`src/rtl/mio_bus_arbiter.sv`:
```
// Two-master round-robin arbiter for the single MIO bus; one transfer granted at a time.
// Latency: a request seen at edge N drives s_req from cycle N+1; completion is returned combinationally.
// Backpressure: the granted master holds req until ready, and the other master waits in its request.
//
// Ports: clk/reset (async active-high); m0_* and m1_* master request/response channels;
//        s_* slave channel; gnt one-hot {m1,m0} grant; err timeout pulse.
// Build option: define MIO_ARB_TIMEOUT_EN to enable the busy-cycle timeout (err pulse,
//        forced all-ones read data). When it is undefined, err is tied to 0.
module mio_bus_arbiter #(
    parameter int ADDR_W         = 32,
    parameter int DATA_W         = 32,
    parameter int TIMEOUT_CYCLES = 255
) (
    input  logic              clk,
    input  logic              reset,
    input  logic              m0_req,
    input  logic              m0_we,
    input  logic [ADDR_W-1:0] m0_addr,
    input  logic [DATA_W-1:0] m0_wdata,
    output logic              m0_ready,
    output logic [DATA_W-1:0] m0_rdata,
    input  logic              m1_req,
    input  logic              m1_we,
    input  logic [ADDR_W-1:0] m1_addr,
    input  logic [DATA_W-1:0] m1_wdata,
    output logic              m1_ready,
    output logic [DATA_W-1:0] m1_rdata,
    output logic              s_req,
    output logic              s_we,
    output logic [ADDR_W-1:0] s_addr,
    output logic [DATA_W-1:0] s_wdata,
    input  logic [DATA_W-1:0] s_rdata,
    input  logic              s_ready,
    output logic [1:0]        gnt,
    output logic              err
);

    typedef enum logic [1:0] {IDLE, BUSY0, BUSY1} state_t;

    state_t state, state_nxt;
    // Index of the master that last completed a transfer; the other one wins a tie.
    logic   last_gnt, last_gnt_nxt;
    logic   tmo;

    if (TIMEOUT_CYCLES < 2) begin : g_bad_cfg
        $error("mio_bus_arbiter: TIMEOUT_CYCLES must be >= 2");
    end

`ifdef MIO_ARB_TIMEOUT_EN
    localparam int CNT_W = ($clog2(TIMEOUT_CYCLES) > 8) ? $clog2(TIMEOUT_CYCLES) : 8;
    logic [CNT_W-1:0] busy_cnt;

    // Counts completed BUSY cycles without s_ready; held at 0 in IDLE so every grant starts fresh.
    always_ff @(posedge clk or posedge reset) begin
        if (reset) begin
            busy_cnt <= '0;
        end else if (state == IDLE) begin
            busy_cnt <= '0;
        end else if (!s_ready) begin
            busy_cnt <= busy_cnt + 1'b1;
        end
    end

    // busy_cnt == TIMEOUT_CYCLES-1 means this is the TIMEOUT_CYCLES-th BUSY cycle.
    assign tmo = (state != IDLE) && (busy_cnt == CNT_W'(TIMEOUT_CYCLES - 1));
`else
    assign tmo = 1'b0;
`endif

    always_ff @(posedge clk or posedge reset) begin
        if (reset) begin
            state    <= IDLE;
            last_gnt <= 1'b1;
        end else begin
            state    <= state_nxt;
            last_gnt <= last_gnt_nxt;
        end
    end

    logic sel;
    logic req_sel;

    always_comb begin
        state_nxt    = state;
        last_gnt_nxt = last_gnt;
        gnt          = 2'b00;
        s_req        = 1'b0;
        s_we         = 1'b0;
        s_addr       = '0;
        s_wdata      = '0;
        m0_ready     = 1'b0;
        m1_ready     = 1'b0;
        m0_rdata     = '0;
        m1_rdata     = '0;
        err          = 1'b0;
        sel          = (state == BUSY1);
        req_sel      = sel ? m1_req : m0_req;

        if (state == IDLE) begin
            // s_ready is deliberately ignored here.
            if (m0_req && m1_req) begin
                state_nxt = last_gnt ? BUSY0 : BUSY1;
            end else if (m0_req) begin
                state_nxt = BUSY0;
            end else if (m1_req) begin
                state_nxt = BUSY1;
            end
        end else begin
            gnt[sel] = 1'b1;
            s_req    = 1'b1;
            s_we     = sel ? m1_we    : m0_we;
            s_addr   = sel ? m1_addr  : m0_addr;
            s_wdata  = sel ? m1_wdata : m0_wdata;
            if (sel) m1_rdata = s_rdata;
            else     m0_rdata = s_rdata;

            if (s_ready) begin
                if (sel) m1_ready = 1'b1;
                else     m0_ready = 1'b1;
                last_gnt_nxt = sel;
                state_nxt    = IDLE;
            end else if (!req_sel) begin
                // Abort: the master withdrew; no completion and fairness history untouched.
                state_nxt = IDLE;
            end else if (tmo) begin
                if (sel) begin
                    m1_ready = 1'b1;
                    m1_rdata = '1;
                end else begin
                    m0_ready = 1'b1;
                    m0_rdata = '1;
                end
                err          = 1'b1;
                last_gnt_nxt = sel;
                state_nxt    = IDLE;
            end
        end
    end

endmodule

```
`config.mk`:
```
export PLATFORM = sky130hd
export DESIGN_NAME = mio_bus_arbiter
export DESIGN_NICKNAME = d
export VERILOG_FILES = /design/src/rtl/mio_bus_arbiter.sv
export SDC_FILE = /design/constraint.sdc
export NUM_CORES = 1
export LEC_CHECK = 0
export CAP_MARGIN = 40
export CORE_AREA = 4 4 114 116
export CTS_CLUSTER_SIZE = 24
export DETAILED_ROUTE_END_ITERATION = 8
export DIE_AREA = 0 0 118 120
export HOLD_SLACK_MARGIN = 0.15
export PLACE_DENSITY_LB_ADDON = 0.3
export REMOVE_ABC_BUFFERS = 1
export SYNTH_ARGS = -nofsm -noshare
export SYNTH_HDL_FRONTEND = slang
export SYNTH_SLANG_ARGS = --single-unit
```
`constraint.sdc`:
```
create_clock -name clk -period 1.41 [get_ports clk]
set_clock_uncertainty 0.15 [all_clocks]
set_input_delay 0.2115 -clock clk [delete_from_list [all_inputs] [get_ports clk]]
set_output_delay 0.2115 -clock clk [all_outputs]
set_load 0.02 [all_outputs]
```
==> flow_summary_export.csv <==
group,metric,value,unit
clocking,cts_num_sinks,3,
power_and_ir_drop,static-leakage-power,2.50,nW
final_layout,area.growth.synth_to_final,261,%
floorplanning,chipHeight,120,um
power_and_ir_drop,max-vdd-ir-drop,542,uV
floorplanning,num_rows,40,
final_layout,final_layout_size_suffix_gt1_frac,0.442,
timing,setup_repair_after_global_routing_missed_its_margin,"true",
final_layout,fin_nets,790,
grt,grt_usage,0.147,
yosys,avgSynthCellArea,5.11,um2
power_and_ir_drop,power.share.clock,0.057,
setup_path,regToRegSetupSlack,10,ps
clocking,cts_tree,"yes",
timing,layout_setup_ws,-451,ps
power_and_ir_drop,power.switching,3.78,mW
timing,final_max_slew_viol_count,0,
clocking,cts_inserted_buffers,3,
timing,period_share,1.32,
setup_path,worst_r2r_startpoint,"state[0]",
setup_path,setup.worst_path.end_class,"primary output",
floorplanning,io-pin-count,302,
placed_design,dp_hpwl,9190,um
final_layout,insertedDiodeCount,0,
detailed_routing,postRouteAntennaNets,0,
timing,finalSetupViolCount,134,
final_layout,layout.core_utilization,0.472,
setup_path,crit_required,1050,ps
power_and_ir_drop,netSwitchingFraction,0.471,
clocking,ctsLongestPathBuffers,2,
grt,grt_overflow_total,0,
detailed_routing,first_iter_violations,136,
grt,vias_in_the_first_global_route,3180,
grt,grt_pass1_wl,17000,um
detailed_routing,drc,0,
floorplanning,core_region_area,11900,um2
job,max_cap_viol_count,0,
timing,holdWs,391,ps
power_and_ir_drop,power_report.internal_total,4.24,mW
power_and_ir_drop,comb_power_share,0.916,
placed_design,finalWeightedCongestion,0.739,
yosys,synth.cell_area,1560,um2
timing,fmax,537,MHz
timing,final_hold_violating_endpoints,0,
yosys,synth.ff_latch_count,3,
clocking,clock_insertion_delay_worst_skew,230,ps
detailed_routing,routed-via-count,3259,
grt,largest_net_degree_at_the_start_of_global_routing,49,
yosys,post_synth_inst_count,305,
power_and_ir_drop,p_per_area,1430,nW/um2
setup_path,rr_worst_depth,5,
setup_path,reg2reg_capture_point,"state[0]",
floorplanning,die_width,118,um
floorplanning,die-area,14200,um2
setup_path,critical_path_class,"register to primary output",
hold_path,min-delay-path-class,"register to register",
setup_path,start_kind,"register",
clocking,clock_tree.root_cell,"sky130_fd_sc_hd__clkbuf_16",
timing,finalCriticalPeriod,1860,ps
yosys,seq_area_frac_synth,0.0490,
detailed_routing,wl_per_cell,16.3,um
status,run_status,"finished, violations left",
detailed_routing,pre_antenna_drt_iters,4,
setup_path,worstPathMaxFanout,7,
detailed_routing,routed_wl,12500,um
floorplanning,initial_core_util,0.131,
power_and_ir_drop,sequentialPowerShare,0.028,
yosys,synth.lib_cells_used.distinct,22,
setup_path,critical_path_arrival,1500,ps
grt,antenna_violations_before_repair,0,
yosys,synthesis.yosys.warnings,0,
detailed_routing,drt-vias-per-instance,4.24,
clocking,clock_pin_slew_on_the_worst_setup_and_hold_paths,30,ps
setup_path,worst_setup_path_startpoint,"state[0]",
placed_design,dp_slack,-605,ps
setup_path,setup.worst_path.end,"s_wdata[24]",
clocking,cts_h_tree_depth,1,
status,violations,"setup timing",
placed_design,port_buffers,300,
-- Yosys cell counts, drive strengths merged --
library cell	number	area share
a21boi	1	0.0048
a21oi	1	0.0032
a22o	3	0.017
and2	66	0.27
buf	21	0.088
clkbuf	10	0.026
conb	1	0.0024
dfrtp	2	0.032
dfstp	1	0.017
inv	3	0.0072
mux2i	1	0.0064
nand2	125	0.30
nand2b	2	0.0080
nand3	1	0.0032
nor2	2	0.0096
nor2b	1	0.0040
o21ai	64	0.21
-- final cells by class --
class | count | area (um2)
Multi-Input combinational cell | 268 | 1730
Inverter | 3 | 11.3
Clock buffer | 4 | 78.8
Timing Repair Buffer | 344 | 3540
Tap cell | 147 | 184
Fill cell | 1193 | 6280
Sequential cell | 3 | 81.3
-- critical path, stage by stage (launching register included) --
cell and delay (ps):
sky130_fd_sc_hd__dfrtp_4 550, sky130_fd_sc_hd__buf_12 180, sky130_fd_sc_hd__buf_16 140, sky130_fd_sc_hd__buf_6 110, sky130_fd_sc_hd__o21ai_4 130, sky130_fd_sc_hd__buf_6 140
-- cells by family after synthesis --
family	Yosys count	share of synthesized area
flip-flops	3	0.0490
AND/OR/NAND/NOR	197	0.591
multiplexers	1	0.00643
other	1	0.00241
AO/OA/AOI/OAI	69	0.231
buffers and inverters	34	0.120
-- flip-flops by register name, summed over array words and instances (netlist names) --
name,count
state,2
last_gnt,1
-- how the worst min path moves through the flow --
stage / start / to / slack [ps] / depth (start not counted)
2_1_floorplan: reset / state[0] / -190 / 1
3_3_place_gp: reset / state[0] / 250 / 2
3_5_place_dp: reset / state[0] / 250 / 2
4_1_cts: last_gnt / last_gnt / 390 / 2
5_1_grt: last_gnt / last_gnt / 430 / 2
6_report: last_gnt / last_gnt / 390 / 2
-- metal layers --
layer | share of wire | global-route usage | vias to the layer above | routed length, um
li1 | - | - | 1599 | -
met1 | 0.38 | 0.164 | 1452 | 4800
met2 | 0.52 | 0.275 | 194 | 6560
met3 | 0.080 | 0.0495 | 14 | 1000
met4 | 0.015 | 0.0212 | 0 | 184
met5 | 0 | 0 | - | 0
-- placed cells by master (no fill, tap or decap), drive strengths merged --
master / instances
dlygate4sd2: 1
dfrtp: 2
conb: 1
dfstp: 1
nand2: 125
nor2: 2
nand2b: 2
clkdlybuf4s50: 166
dlygate4sd3: 1
a21boi: 1
nor2b: 1
buf: 142
and2: 66
a22o: 3
mux2i: 1
nand3: 1
o21ai: 64
a21oi: 1
clkbuf: 38
inv: 3
-- timing repair --
item                                    in CTS  in global routing
endpoints found under the setup margin     134                135
buffers inserted                             7                  7
hold endpoints to repair                     2                  0
hold buffers                                 1                  0
pin swaps                                    4                 31
gates cloned                                 4                  9
resized for setup                          623                286
-- power by group through the flow --
stage	sequential, mW	combinational [mW]	clock, mW
final	0.222	7.35	0.455
after global routing	0.234	7.78	0.471
after CTS	0.210	5.86	0.462
after detailed placement	0.195	5.66	0
after global placement	0.192	5.61	0
after floorplan	0.512	2.21	0
-- stage by stage --
stage	TNS, ps	area (um2)	power [mW]	std cells
floorplan	-318600	1380	2.72	274
global placement	-66170	4780	5.80	739
detailed placement	-67090	4780	5.85	739
CTS	-48830	4900	6.53	755
global route	-50800	5630	8.49	769
finish	-44970	5630	8.02	769
Note: power is estimated with default switching activity, not from simulation.
